**src/rtl/pc_sequencer.sv**
```systemverilog
// Program-counter controller for the single-cycle MIPS core: selects PC+4, branch
// or jump target each cycle, with stall hold, a post-reset settle cycle and a redirect counter.
module pc_sequencer #(
    parameter int               WIDTH    = 32,
    parameter logic [WIDTH-1:0] RESET_PC = '0,
    parameter int               CNT_W    = 16
) (
    input  logic             clk,
    input  logic             rst_n,
    input  logic             stall,
    input  logic             branch,
    input  logic             zero,
    input  logic             jump,
    input  logic [15:0]      imm,
    input  logic [25:0]      jaddr,
    output logic [WIDTH-1:0] pc,
    output logic [WIDTH-1:0] pc_plus4,
    output logic             pc_valid,
    output logic             redirect,
    output logic [CNT_W-1:0] taken_cnt
);

    typedef enum logic [1:0] {
        INIT = 2'd0,
        RUN  = 2'd1,
        HOLD = 2'd2
    } state_t;

    state_t           state_reg, state_next;
    logic [WIDTH-1:0] pc_reg, pc_next;
    logic             redirect_reg, redirect_next;
    logic [CNT_W-1:0] cnt_reg, cnt_next;
    logic             load;
    logic             taken;
    logic [WIDTH-1:0] jump_target;
    logic [WIDTH-1:0] branch_target;

    assign pc_plus4      = pc_reg + WIDTH'(4);
    assign jump_target   = {pc_plus4[WIDTH-1:WIDTH-4], jaddr, 2'b00};
    assign branch_target = pc_plus4 + {{14{imm[15]}}, imm, 2'b00};

    always_comb begin
        state_next = state_reg;
        load       = 1'b0;
        case (state_reg)
            INIT: state_next = RUN;
            RUN: begin
                if (stall) state_next = HOLD;
                else       load       = 1'b1;
            end
            HOLD: begin
                if (!stall) begin
                    state_next = RUN;
                    load       = 1'b1;
                end
            end
            default: state_next = INIT;
        endcase
    end

    // Jump beats a taken branch; either one counts as a single redirect.
    always_comb begin
        taken         = load & (jump | (branch & zero));
        pc_next       = pc_reg;
        redirect_next = taken;
        cnt_next      = cnt_reg;
        if (load) begin
            if (jump)                pc_next = jump_target;
            else if (branch && zero) pc_next = branch_target;
            else                     pc_next = pc_plus4;
        end
        if (taken && (cnt_reg != {CNT_W{1'b1}}))
            cnt_next = cnt_reg + CNT_W'(1);
    end

    always_ff @(posedge clk) begin
        if (!rst_n) begin
            state_reg    <= INIT;
            pc_reg       <= RESET_PC;
            redirect_reg <= 1'b0;
            cnt_reg      <= '0;
        end else begin
            state_reg    <= state_next;
            pc_reg       <= pc_next;
            redirect_reg <= redirect_next;
            cnt_reg      <= cnt_next;
        end
    end

    assign pc        = pc_reg;
    assign pc_valid  = (state_reg != INIT);
    assign redirect  = redirect_reg;
    assign taken_cnt = cnt_reg;

endmodule

```
**config.mk**
```make
export PLATFORM = sky130hd
export DESIGN_NAME = pc_sequencer
export DESIGN_NICKNAME = d
export VERILOG_FILES = /design/src/rtl/pc_sequencer.sv
export SDC_FILE = /design/constraint.sdc
export NUM_CORES = 1
export LEC_CHECK = 0
export BUFFER_PORTS_ARGS = -buffer_cell sky130_fd_sc_hd__buf_2
export CAP_MARGIN = 20
export CORE_MARGIN = 10
export CORE_UTILIZATION = 55
export DETAILED_ROUTE_END_ITERATION = 16
export PLACE_DENSITY = 0.84
export SLEW_MARGIN = 20
export SYNTH_ARGS = -nofsm -noshare
export SYNTH_HDL_FRONTEND = slang
export SYNTH_SLANG_ARGS = --single-unit
export TNS_END_PERCENT = 5
```
**constraint.sdc**
```tcl
create_clock -name clk -period 7.05 [get_ports clk]
set_input_delay 0 -clock clk [delete_from_list [all_inputs] [get_ports clk]]
set_output_delay 0 -clock clk [all_outputs]
set_load 0.02 [all_outputs]
```
### Word-level counts from Yosys, hierarchy flattened

Cells that the tools add are included.
W data, S select, Z words.

* register bits after elaboration: 51
* output and inout bits: 82
* word-level logic and storage cells: 28

* equality and inequality tests: 5
* reduce and logical (&&, ||, !) cells: 6
* mux-type cells: 7
* $add $sub $neg: 3
* bitwise operators: 3

Operators with widths (count)
* $mux W32: 2
* $add A32 B3 Y32 const B: 1
* $add A32 B32 Y32: 1
* $add A16 B1 Y16 const B: 1
* $ne A16 B16 Y1 const B: 1
* $pmux W2 S3: 1
* $mux W2: 2
* $ne A2 B2 Y1 const B: 2
* $and A1 B1 Y1: 2
* $eq A2 B1 Y1 const B: 1
* $eq A2 B2 Y1 const B: 1
* $logic_and A1 B1 Y1: 2
* $logic_not A2 Y1: 1
* $mux W1: 2
* $reduce_and A2 Y1: 1
* $reduce_bool A2 Y1: 1
* $reduce_or A2 Y1: 1
* $or A1 B1 Y1: 1

### Depth between registers and ports, before layout

Gate-level depths: netlist (run 1).

* depth in word-level cells: 5
* depth in mapped cells: 18
* gate-level depth less buffers: 17

### Worst setup path before layout (run 1)

Ideal clock, no wire load.

* kind: reg-to-reg
* from: register pc_reg[2] (netlist: pc[2])
* to: register pc_reg[29] (netlist: pc[29])
* arrival: 3936 ps
* path buffers: 1
* stages on the path, launching flop included: 18
* required time: 6916 ps
* path slack: 2980 ps
* period minus slack after synthesis: 4070 ps
* path through: dfxtp_1 ha_1 inv_1 or2_2 nor2_2 nand4_1 xnor2_1 ha_1 clkbuf_1 a21oi_1 inv_1 o21ai_0 a31oi_1 o211ai_1 a21oi_1 or4_1 nand3_1 a31oi_1

* longest elaborated chain between the ends: 4

Ends and longest elaborated chain
* from (decl): line 30 `logic [WIDTH-1:0] pc_reg, pc_next;`
* from (signal assigned): line 84 `pc_reg <= pc_next;`
* $add A32 B3 Y32: line 38 `assign pc_plus4 = pc_reg + WIDTH'(4);`
* via pc_plus4[18]: line 17 `output logic [WIDTH-1:0] pc_plus4,`
* $add A32 B32 Y32: line 40 `assign branch_target = pc_plus4 + {{14{imm[15]}}, imm, 2'b00};`
* $mux W32: line 69 `else if (branch && zero) pc_next = branch_target;`
* $mux W32: line 68 `if (jump) pc_next = jump_target;`

The timed path passes the listed nets, and every way through them passes these cells.
A chain may end at the register's enable or synchronous reset.

### Worst setup path in the final report (run 1)

* from: register pc_reg[2] (netlist: pc[2])
* to: register pc_reg[31] (netlist: pc[31])

* longest elaborated chain between the ends: 4

Ends and longest elaborated chain (line)
* $add A32 B3 Y32 *: 38
* $add A32 B32 Y32: 40
* $mux W32: 69
* $mux W32 *: 68

Every way passes the cells marked *; elsewhere a longest branch is shown, timed or not.

==> results.md, run 1 <==
- Status: complete, no violations
- Required time of the critical path: 7.30 ns
- Post-DRT Antenna Nets: 0
- Placeable Area: 8217 µm²
- Worst-path clk slew: 0.11 ns
- Relative slew slack: 28.38%
- Initial Utilization: 56.46%
- Final setup violation count: 0
- Largest net degree at the start of global routing: 35
- GRT overflow: 0
- WL final: 15.68 mm
- Buf+Inv Stages, Crit Path: 1
- Clk_lat worst skew: 0.32 ns
- # fillers: 731
- Max reg flops: 30
- CTS Hold Bufs: 10
- Number of global-route vias before repair: 5196
- CTS tree: yes
- NetSw: 0.0003897 W
- Worst Path Max Fanout: 11
- Fin crit period: 4.212 ns
- Routability cong.: 0.9613
- Internal power: 0.0005132 W
- Detailed Routing Iterations Pass 1: 5
- Syn Inst Count: 623
- Vias post-DR: 5232
- Routed length per instance: 18.55 µm
- Post-DP HPWL: 11.79 mm
- Hold Vio Cnt, Final: 0
- Distinct cells, synth: 66
- Reg area: 980.9 µm²
- Final period util: 59.74%
- Chain of cells forming the critical path: ha_1, inv_1, or2_2, nor2_2, nand4_1, nor2_1, xor2_1, ha_1, a21oi_1, nor2b_1, o32ai_1, a31o_2, mux2i_1, mux2i_1, mux2i_1
- N_diodes: 0
- # port buffers: 125
- Netlist Area Pre-Place: 4639 µm²
- Non-Filler Cell Area, Final: 5488 µm²
- Clk pwr share: 21.7%
- Final Max Tran Viols: 0
- Initial DRC Count: 389
- Number of synthesized flops with an enable pin: 0
- Crit path max-delay family: simple AND/OR/NAND/NOR gates
- Synth Register Bits: 49
- H-Tree Depth: 2
- Logic gate share of total power: 42.9%
- Most common cell on crit path: mux2i_1
- Async SR Flop Fraction: 0%
- Hold Path Class: in -> reg
- Post-CTS sizing: 0
- Footprint of the multi-input gates: 3473 µm²
- Worst Setup Start Kind: flop
- Area Overhead vs Synth: 18.28%
- Max cap viols: 0
- DRC violations left: 0
- Die Wd: 111.8 µm
- Predominant post-synthesis flop cell: dfxtp_1
- Switching Share: 43.16%
- Die area: 12510 µm²
- Sum Neg Setup Slack: 0 ns
- Crit Path Category: reg -> reg
- Layout net count: 828
- Rows: 33
- Die height: 111.8 µm
- Io pins: 130
- Yosys synthesis warning count: 0
- Clock sink total: 49
- Worst-Margin Slew: 1.072 ns
- Maximum clock rate: 237.4 MHz
- Root buffer cell: clkbuf_8
- Global-route wire length before repair: 25.17 mm
- CTS max path bufs: 2
- Pwr dens: 164.5 nW/µm²
- Arrival @ worst endpoint: 4.46 ns
- Layout cell share with drive strength beyond 1: 20.68%
- Initial antenna violation count: 0
- Crit path max-delay cell type: dfxtp_1
- Setup crit end kind: flop
- Setup Fix Bufs, Post-CTS: 0
- Proportion of power drawn by flip-flops and latches: 35.4%
- P_leak: 2.586 nW
- IR drop worst, VDD: 0.1017 mV
- Critical Path Max Stage Delay: 0.45 ns
- Syn Area/Cell: 7.447 µm²
- Clock Skew: 0.008698 ns
- RSZ-0062 raised after global routing: false
- Num CTS Buffers: 5
- Final Util: 66.79%
- Via density: 6.192
- Total track usage: 23.23%
- Post-synthesis sequential area ratio: 21.14%
- Placed Area: 5290 µm²
==> final cells by class <==
cell class	instances	area share, %
Clock buffer	5	1.254
Clock inverter	3	0.5244
Inverter	15	1.026
Multi-Input combinational cell	530	63.29
Sequential cell	49	17.88
Tap cell	105	2.394
Timing Repair Buffer	138	13.63
==> worst register-to-register path: stages, from the launching register on <==
cell and delay (ns):
dfxtp_1 0.45, ha_1 0.27, inv_1 0.07, or2_2 0.32
nor2_2 0.38, nand4_1 0.35, nor2_1 0.26, xor2_1 0.25
ha_1 0.39, a21oi_1 0.20, nor2b_1 0.08, o32ai_1 0.28
a31o_2 0.16, mux2i_1 0.21, mux2i_1 0.25, mux2i_1 0.22
==> final timing paths <==
path,to,startpoint,cells past startpoint,slack [ns]
setup / recovery,pc[31],pc[2],15,2.84
hold / removal,pc[12],jaddr[10],3,0.02
setup reg to reg,pc[31],pc[2],15,2.84
hold reg to reg,pc[13],pc[13],2,0.52
==> metal layers <==
metal	up-vias	part of all wire (%)	track usage, %
met2	277	47	40.79
met4	0	3.2	8.055
met3	47	9.1	5.314
met1	2421	41	26.95
li1	2487	-	-
met5	-	0	0
==> cell families (layout without fill, tap and decap cells) <==
logic type	after synthesis	after routing	share of synthesized area, %
adders and majority gates	41	41	11.22
buffers and inverters	47	161	4.234
AOI/OAI and AO/OA	185	185	25.86
other	1	4	0.08083
and+or+nand+nor	230	230	24.03
xor gates and xnor gates	62	62	11.70
DFF	49	49	21.14
muxes	8	8	1.726
==> cell usage after synthesis, types with 14 or more instances <==
master     n  area (µm²)
a21o_1    16       120.1
a21oi_1   54       270.3
clkbuf_1  24       90.09
dfxtp_1   49       980.9
ha_1      40       500.5
inv_1     14       52.55
nand2_1   79       296.5
nand3_1   17       85.08
nand4_1   18       112.6
nor2_1    56       210.2
o211ai_1  16       120.1
o21ai_0   42       210.2
xnor2_1   35       306.5
xor2_1    27       236.5
==> through the flow <==
stage / setup WS (ns) / instances / hold WS [ns] / power (W)
6_report: 2.838 / 845 / 0.01810 / 0.0009030
5_1_grt: 2.504 / 845 / 0.03027 / 0.0009482
4_1_cts: 2.938 / 845 / 0.01953 / 0.0008965
3_5_place_dp: 2.983 / 827 / 0.2888 / 0.0006994
3_3_place_gp: 3.149 / 827 / 0.2748 / 0.0006890
2_1_floorplan: 2.980 / 626 / 0.1499 / 0.0005875
==> cells in the final DEF, fill, tap and decap left out, drive strengths merged, types with 3 or more instances in the layout <==
master,Yosys,routed
mux2i,8,8
or3,4,4
nand2b,6,6
or2,3,3
xnor2,35,35
o22ai,3,3
inv,14,15
o31ai,6,6
xor2,27,27
nor2,57,57
a31oi,5,5
nand3,18,18
nand2,79,79
nor4,3,3
conb,1,4
and4,10,10
and2,8,8
a211oi,10,10
nand4,18,18
o21ai,43,43
clkinv,1,3
nor3,9,9
a221oi,4,4
buf,7,128
o211ai,16,16
dfxtp,49,49
clkbuf,25,5
a21oi,55,55
and3,9,9
a21o,16,16
dlygate4sd3,0,10
ha,40,40
==> power by group through the flow <==
stage / Sequential [W] / Combinational (W) / Clock (W)
6_report: 0.000320 / 0.000387 / 0.000196
5_1_grt: 0.000322 / 0.000419 / 0.000207
4_1_cts: 0.000319 / 0.000381 / 0.000197
3_5_place_dp: 0.000325 / 0.000374 / 0
3_3_place_gp: 0.000324 / 0.000365 / 0
2_1_floorplan: 0.000338 / 0.000249 / 0
Power figures use the tool's default switching activity.
==> inputs of run 2 (changes only) <==
--- a/config.mk
+++ b/config.mk
@@ -8,9 +8,9 @@
 export BUFFER_PORTS_ARGS = -buffer_cell sky130_fd_sc_hd__buf_2
 export CAP_MARGIN = 20
 export CORE_MARGIN = 10
-export CORE_UTILIZATION = 55
+export CORE_UTILIZATION = 49
 export DETAILED_ROUTE_END_ITERATION = 16
-export PLACE_DENSITY = 0.84
+export PLACE_DENSITY = 0.79
 export SLEW_MARGIN = 20
 export SYNTH_ARGS = -nofsm -noshare
 export SYNTH_HDL_FRONTEND = slang
==> constraint.sdc (replaced) <==
create_clock -name clk -period 3.85 [get_ports clk]
set_input_delay 0 -clock clk [delete_from_list [all_inputs] [get_ports clk]]
set_output_delay 0 -clock clk [all_outputs]
set_load 0.02 [all_outputs]
==> run 2 against run 1 <==
Via count increased by 0.11%. Non-clock buffer count increased by 21. Sequential power increased by 82%. Clock skew increased by 0.0027 ns. Clock-buffer cell count stayed put. Utilization down 3.7 points. Largest power group unchanged. Clock power rose by 80%. Fmax increased by 13%. Highest routed layer unchanged. Sequential share of layout area fell by 0.90 points. Global-route usage fell by 0.98 points. Worst setup slack got worse by 2.7 ns. Total power grew 87%.
==> results.md, run 2 (synthesis gave the netlist of run 1 again) <==
- NetSw: 0.0007180 W (was 0.0003897 W)
- Pwr dens: 289.4 nW/µm² (was 164.5 nW/µm²)
- DRC violations left: 0 (unchanged)
- Fin crit period: 3.714 ns (was 4.212 ns)
- Switching Share: 42.54% (was 43.16%)
- Layout cell share with drive strength beyond 1: 26.54% (was 20.68%)
- Critical Path Max Stage Delay: 0.39 ns (was 0.45 ns)
- Die height: 117.3 µm (was 111.8 µm)
- Most frequent cells in the layout: 125 x buf_2, 79 x nand2_1, 53 x nor2_1, 52 x a21oi_1, 44 x dfxtp_1 (was 125 x buf_2, 79 x nand2_1, 56 x nor2_1, 54 x a21oi_1, 49 x dfxtp_1)
- Arrival @ worst endpoint: 3.97 ns (was 4.46 ns)
- N_diodes: 0 (unchanged)
- Initial Utilization: 50.21% (was 56.46%)
- Worst flop-to-flop path endpoint: pc[31] (unchanged)
- Detailed Routing Iterations Pass 1: 6 (was 5)
- Most common cell after layout, fill and taps aside: buf_2 (unchanged)
- Worst-Margin Slew: 0.8300 ns (was 1.072 ns)
- Die Wd: 117.3 µm (was 111.8 µm)
- Number of global-route vias before repair: 5265 (was 5196)
- Placeable Area: 9240 µm² (was 8217 µm²)
- # port buffers: 125 (unchanged)
- Final period util: 96.46% (was 59.74%)
- Reg-to-Reg Start: pc[11] (was pc[2])
- Hold Path Origin: jaddr[6] (was jaddr[10])
- Initial DRC Count: 426 (was 389)
- Hold Vio Cnt, Final: 0 (unchanged)
- Worst-path clk slew: 0.10 ns (was 0.11 ns)
- Clk pwr share: 20.9% (was 21.7%)
- Sum Neg Setup Slack: 0 ns (unchanged)
- P_leak: 2.778 nW (was 2.586 nW)
- Initial antenna violation count: 0 (unchanged)
- Hold EP: pc[8] (was pc[12])
- Final Max Tran Viols: 0 (unchanged)
- Setup crit end kind: flop (unchanged)
- Routability cong.: 0.9525 (was 0.9613)
- Global-route wire length before repair: 26.43 mm (was 25.17 mm)
- Post-DRT Antenna Nets: 0 (unchanged)
- Logic gate share of total power: 44.7% (was 42.9%)
- Post-route insts no fill: 890 (was 845)
- R2R setup slack: 0.14 ns (was 2.84 ns)
- Routed length per instance: 18.16 µm (was 18.55 µm)
- CTS tree: yes (unchanged)
- Crit Path Category: reg -> reg (unchanged)
- Io pins: 130 (unchanged)
- Post-DP HPWL: 12.31 mm (was 11.79 mm)
- Relative slew slack: 44.46% (was 28.38%)
- Worst Setup Start Kind: flop (unchanged)
- Area Overhead vs Synth: 25.70% (was 18.28%)
- Status: complete, no violations (unchanged)
- Max reg flops: 30 (unchanged)
- Largest net degree at the start of global routing: 34 (was 35)
- Root buffer cell: clkbuf_8 (unchanged)
- Total track usage: 22.25% (was 23.23%)
- Clk_lat worst skew: 0.33 ns (was 0.32 ns)
- Crit path max-delay cell type: dfxtp_2 (was dfxtp_1)
- Clock sink total: 49 (unchanged)
- Vias post-DR: 5238 (was 5232)
- Worst Path Max Fanout: 6 (was 11)
- Die area: 13760 µm² (was 12510 µm²)
- # fillers: 841 (was 731)
- GRT overflow: 0 (unchanged)
- WL final: 16.17 mm (was 15.68 mm)
- Hold path cells: 3 (unchanged)
- CTS max path bufs: 2 (unchanged)
- Proportion of power drawn by flip-flops and latches: 34.5% (was 35.4%)
- H-Tree Depth: 2 (unchanged)
- Rows: 35 (was 33)
- Chain of cells forming the critical path: and4_1, and3_4, and4_4, and4_4, and3_2, nand2_1, xnor2_2, ha_1, a31o_2, o32ai_2, a31o_2, mux2i_2, mux2i_1, mux2i_1 (was ha_1, inv_1, or2_2, nor2_2, nand4_1, nor2_1, xor2_1, ha_1, a21oi_1, nor2b_1, o32ai_1, a31o_2, mux2i_1, mux2i_1, mux2i_1)
- IR drop worst, VDD: 0.1627 mV (was 0.1017 mV)
- Internal power: 0.0009698 W (was 0.0005132 W)
- Hold Path Class: in -> reg (unchanged)
- Clock Skew: 0.01142 ns (was 0.008698 ns)
- Dpl cells: 872 (was 827)
- Required time of the critical path: 4.11 ns (was 7.30 ns)
- Final setup violation count: 0 (unchanged)
- FF-to-FF path depth: 14 (was 15)
- Layout net count: 849 (was 828)
- Via density: 5.885 (was 6.192)
- RSZ-0062 raised after global routing: true (was false)
- Max cap viols: 0 (unchanged)
- Num CTS Buffers: 5 (unchanged)
- Maximum clock rate: 269.3 MHz (was 237.4 MHz)
[run 2: final cells by class]
class                           count  area, µm²  area share [%]
Clock inverter                      3      28.78          0.4935
Tap cell                          129      161.4           2.768
Sequential cell                    49      989.7           16.97
Clock buffer                        5      68.82           1.180
Inverter                           15      56.30          0.9655
Multi-Input combinational cell    530       3617           62.03
Timing Repair Buffer              159      909.6           15.60
[run 2: how the worst max path moves through the flow]
stage	start	to	slack (ns)	cells past startpoint
3_5_place_dp	pc[11]	pc[31]	-0.05	14
3_3_place_gp	pc[11]	pc[31]	0.06	14
5_1_grt	pc[2]	pc[31]	-0.04	16
4_1_cts	pc[11]	pc[31]	0.04	14
6_report	pc[11]	pc[31]	0.14	14
2_1_floorplan	pc[10]	pc[31]	-0.03	15
[run 2: per-layer routing]
metal | vias up | part of all wire [%] | global-route usage [%]
met5 | - | 0 | 0
met4 | 0 | 1.4 | 4.851
met3 | 22 | 8.1 | 5.468
met2 | 218 | 46 | 37.66
met1 | 2464 | 44 | 27.66
li1 | 2534 | - | -
[run 2: power groups by stage]
stage / logic, W / clock network, W / registers (W)
after global routing: 0.000823 / 0.000373 / 0.000587
after global placement: 0.000713 / 0 / 0.000587
after floorplan: 0.000458 / 0 / 0.000621
final: 0.000754 / 0.000352 / 0.000582
after CTS: 0.000734 / 0.000353 / 0.000578
after detailed placement: 0.000722 / 0 / 0.000589
[run 2: worst max-delay path: cells and delay by family, from the launching register on]
kind            cells  cell delay (ns)
compound gates      3             0.69
xor+xnor            1             0.18
fa+ha+maj           1             0.36
flops               1             0.39
mux                 3             0.66
simple gates        6             1.37
[run 2: timing repair]
action                                  CTS  global route
pin swaps                                 0             3
endpoints found under the setup margin    1             8
gates cloned                              0             0
resized for setup                         2            26
hold buffers                             10             0
buffers inserted                          0             0
endpoints found under the hold margin    10             0
[run 2: through the flow]
| stage | setup slack (ns) | cell area (µm²) | power, W | hold slack, ns | util, % |
|---|---|---|---|---|---|
| 2_1_floorplan | -0.02720 | 4692 | 0.001079 | 0.1499 | - |
| 3_3_place_gp | 0.05643 | 5519 | 0.001301 | 0.2743 | 59.73 |
| 3_5_place_dp | -0.04601 | 5519 | 0.001311 | 0.2735 | 59.73 |
| 4_1_cts | 0.03566 | 5725 | 0.001665 | 0.007754 | 61.96 |
| 5_1_grt | -0.03704 | 5832 | 0.001782 | 0.03543 | 63.11 |
| 6_report | 0.1361 | 5832 | 0.001688 | 0.004997 | 63.11 |
==> inputs of run 3 (changes only) <==
--- a/config.mk
+++ b/config.mk
@@ -8,9 +8,8 @@
 export BUFFER_PORTS_ARGS = -buffer_cell sky130_fd_sc_hd__buf_2
 export CAP_MARGIN = 20
 export CORE_MARGIN = 10
-export CORE_UTILIZATION = 49
+export CORE_UTILIZATION = 35
 export DETAILED_ROUTE_END_ITERATION = 16
-export PLACE_DENSITY = 0.79
 export SLEW_MARGIN = 20
 export SYNTH_ARGS = -nofsm -noshare
 export SYNTH_HDL_FRONTEND = slang
==> run 3 against run 2 <==
Critical path type unchanged. Design area grew 1.4%. Flip-flop and latch count stayed put. First-iteration DRC count shrank 15%. Die area up 33%. Via count down 0.84%. Cell count increased by 4.7%. Worst setup slack improved by 0.019 ns. Largest cell class unchanged. Clock power grew 38%. Combinational power grew 0.5%. The run now ends with negative hold slack left. Non-clock buffer count decreased by 5. Register-to-register slack better by 0.02 ns.
==> results.md, run 3 (synthesis gave the netlist of run 1 again) <==
- Status: finished with violations (was complete, no violations)
- Failing checks: negative hold slack
- Placeable Area: 13140 µm² (was 9240 µm²)
- Dpl cells: 918 (was 872)
- Final Max Tran Viols: 0 (unchanged)
- Via density: 5.573 (was 5.885)
- GRT overflow: 0 (unchanged)
- Number of global-route vias before repair: 5042 (was 5265)
- Worst Setup Start Kind: flop (unchanged)
- Placed Area: 5570 µm² (was 5519 µm²)
- Hold path cells: 3 (unchanged)
- Final setup violation count: 0 (unchanged)
- Post-route insts no fill: 932 (was 890)
- Die Wd: 135.1 µm (was 117.3 µm)
- Routability cong.: 0.9121 (was 0.9525)
- Initial DRC Count: 363 (was 426)
- IR drop worst, VDD: 0.1617 mV (was 0.1627 mV)
- Power Total: 0.001827 W (was 0.001688 W)
- Clock sink total: 49 (unchanged)
- Reg-to-Reg Start: pc[2] (was pc[11])
- Fin Hold WS: -0.002158 ns (was 0.004997 ns)
- Final Util: 45.00% (was 63.11%)
- Hold Vio Cnt, Final: 1 (was 0)
- Most common cell after layout, fill and taps aside: buf_2 (unchanged)
- Die height: 135.1 µm (was 117.3 µm)
- N_diodes: 0 (unchanged)
- Hold Path Origin: jaddr[13] (was jaddr[6])
- Total track usage: 17.64% (was 22.25%)
- RSZ-0062 raised after global routing: true (unchanged)
- Area Overhead vs Synth: 27.43% (was 25.70%)
- Largest net degree at the start of global routing: 34 (unchanged)
- Hold EP: pc[15] (was pc[8])
- DRC violations left: 0 (unchanged)
- Relative slew slack: 43.68% (was 44.46%)
- Clk_lat worst skew: 0.31 ns (was 0.33 ns)
- R2R setup slack: 0.16 ns (was 0.14 ns)
- Pwr dens: 309.1 nW/µm² (was 289.4 nW/µm²)
- Max reg flops: 30 (unchanged)
- WL final: 16.98 mm (was 16.17 mm)
- H-Tree Depth: 2 (unchanged)
- CTS tree: yes (unchanged)
- Vias post-DR: 5194 (was 5238)
- Layout cell share with drive strength beyond 1: 27.12% (was 26.54%)
- Worst flop-to-flop path endpoint: pc[23] (was pc[31])
- Maximum clock rate: 270.6 MHz (was 269.3 MHz)
- Num CTS Buffers: 5 (unchanged)
- Crit Path Category: reg -> reg (unchanged)
- Io pins: 130 (unchanged)
- Root buffer cell: clkbuf_16 (was clkbuf_8)
- CTS max path bufs: 2 (unchanged)
- Rows: 42 (was 35)
- P_leak: 2.784 nW (was 2.778 nW)
- # port buffers: 125 (unchanged)
- Most frequent cells in the layout: 125 x buf_2, 79 x nand2_1, 52 x nor2_1, 51 x a21oi_1, 45 x dfxtp_1 (was 125 x buf_2, 79 x nand2_1, 53 x nor2_1, 52 x a21oi_1, 44 x dfxtp_1)
- Routed length per instance: 18.22 µm (was 18.16 µm)
- Initial Utilization: 35.31% (was 50.21%)
- Setup crit end kind: flop (unchanged)
- Clock Skew: 0.005972 ns (was 0.01142 ns)
- Die area: 18260 µm² (was 13760 µm²)
- Fin crit period: 3.695 ns (was 3.714 ns)
- Worst-path clk slew: 0.08 ns (was 0.10 ns)
- Post-DP HPWL: 12.97 mm (was 12.31 mm)
- Hold Path Class: in -> reg (unchanged)
- Worst-Margin Slew: 0.8418 ns (was 0.8300 ns)
- Layout net count: 844 (was 849)
- # fillers: 1407 (was 841)
- Post-DRT Antenna Nets: 0 (unchanged)
- FF-to-FF path depth: 16 (was 14)
- Max cap viols: 0 (unchanged)
- Global-route wire length before repair: 26.48 mm (was 26.43 mm)
- Final period util: 95.97% (was 96.46%)
- Worst Path Max Fanout: 7 (was 6)
- Detailed Routing Iterations Pass 1: 5 (was 6)
- Required time of the critical path: 4.03 ns (was 4.11 ns)
- Initial antenna violation count: 1 (was 0)
- Arrival @ worst endpoint: 3.88 ns (was 3.97 ns)
- Non-Filler Cell Area, Final: 5912 µm² (was 5832 µm²)
[run 3: repair_timing]
item                                    in CTS  in global routing
endpoints found under the setup margin       0                  8
endpoints found under the hold margin        5                  0
gates resized for setup                      0                 31
hold buffers                                 5                  0
buffers inserted                             0                  1
[run 3: critical path: stages (launching register included)]
cell and delay, ns:
dfxtp_2 0.39, ha_1 0.18, inv_1 0.06, or2_2 0.33, nor2_4 0.21, buf_4 0.18, nand3_1 0.12, xnor2_2 0.24
ha_2 0.37, a21oi_1 0.19, nor2_2 0.08, or2_2 0.28, or3_1 0.34, a21oi_1 0.28, nor4_1 0.09, a21oi_1 0.15
o41ai_1 0.09
[run 3: worst max-delay path by stage]
stage / startpoint / to / slack, ns / depth (start not counted)
final: pc[2] / pc[23] / 0.16 / 16
after global routing: pc[2] / pc[31] / -0.03 / 17
after CTS: pc[13] / pc[31] / 0.13 / 14
after detailed placement: pc[3] / pc[23] / 0.16 / 16
after global placement: pc[13] / pc[27] / 0.22 / 17
after floorplan: pc[10] / pc[31] / -0.03 / 15
[run 3: per-stage QoR]
step / worst slack (ns) / TNS (ns)
after global routing: -0.03391 / -0.1107
after detailed placement: 0.1631 / 0
after global placement: 0.2226 / 0
after floorplan: -0.02720 / -0.06088
after CTS: 0.1287 / 0
final: 0.1550 / 0
[run 3: report_power, final]
group / switching (W) / internal, W
combinational: 0.000465 / 0.000293
sequential: 0.0000428 / 0.000539
clock: 0.000237 / 0.000250
[run 3: layout make-up]
| class | instances | area, µm² | share of cell area [%] |
|---|---|---|---|
| inverter | 15 | 56.30 | 0.9524 |
| multi-input combinational | 530 | 3640 | 61.57 |
| clock buffer | 5 | 125.1 | 2.116 |
| clock inverter | 3 | 28.78 | 0.4868 |
| tap | 176 | 220.2 | 3.725 |
| timing repair buffer | 154 | 855.8 | 14.48 |
| sequential | 49 | 985.9 | 16.68 |
[run 3: per-layer routing]
metal | up-vias | global-route usage, % | wire (µm)
met5 | - | 0 | 7
met4 | 2 | 4.665 | 312
met3 | 27 | 5.378 | 1417
met2 | 206 | 28.62 | 7760
met1 | 2431 | 22.15 | 7484
li1 | 2528 | - | -
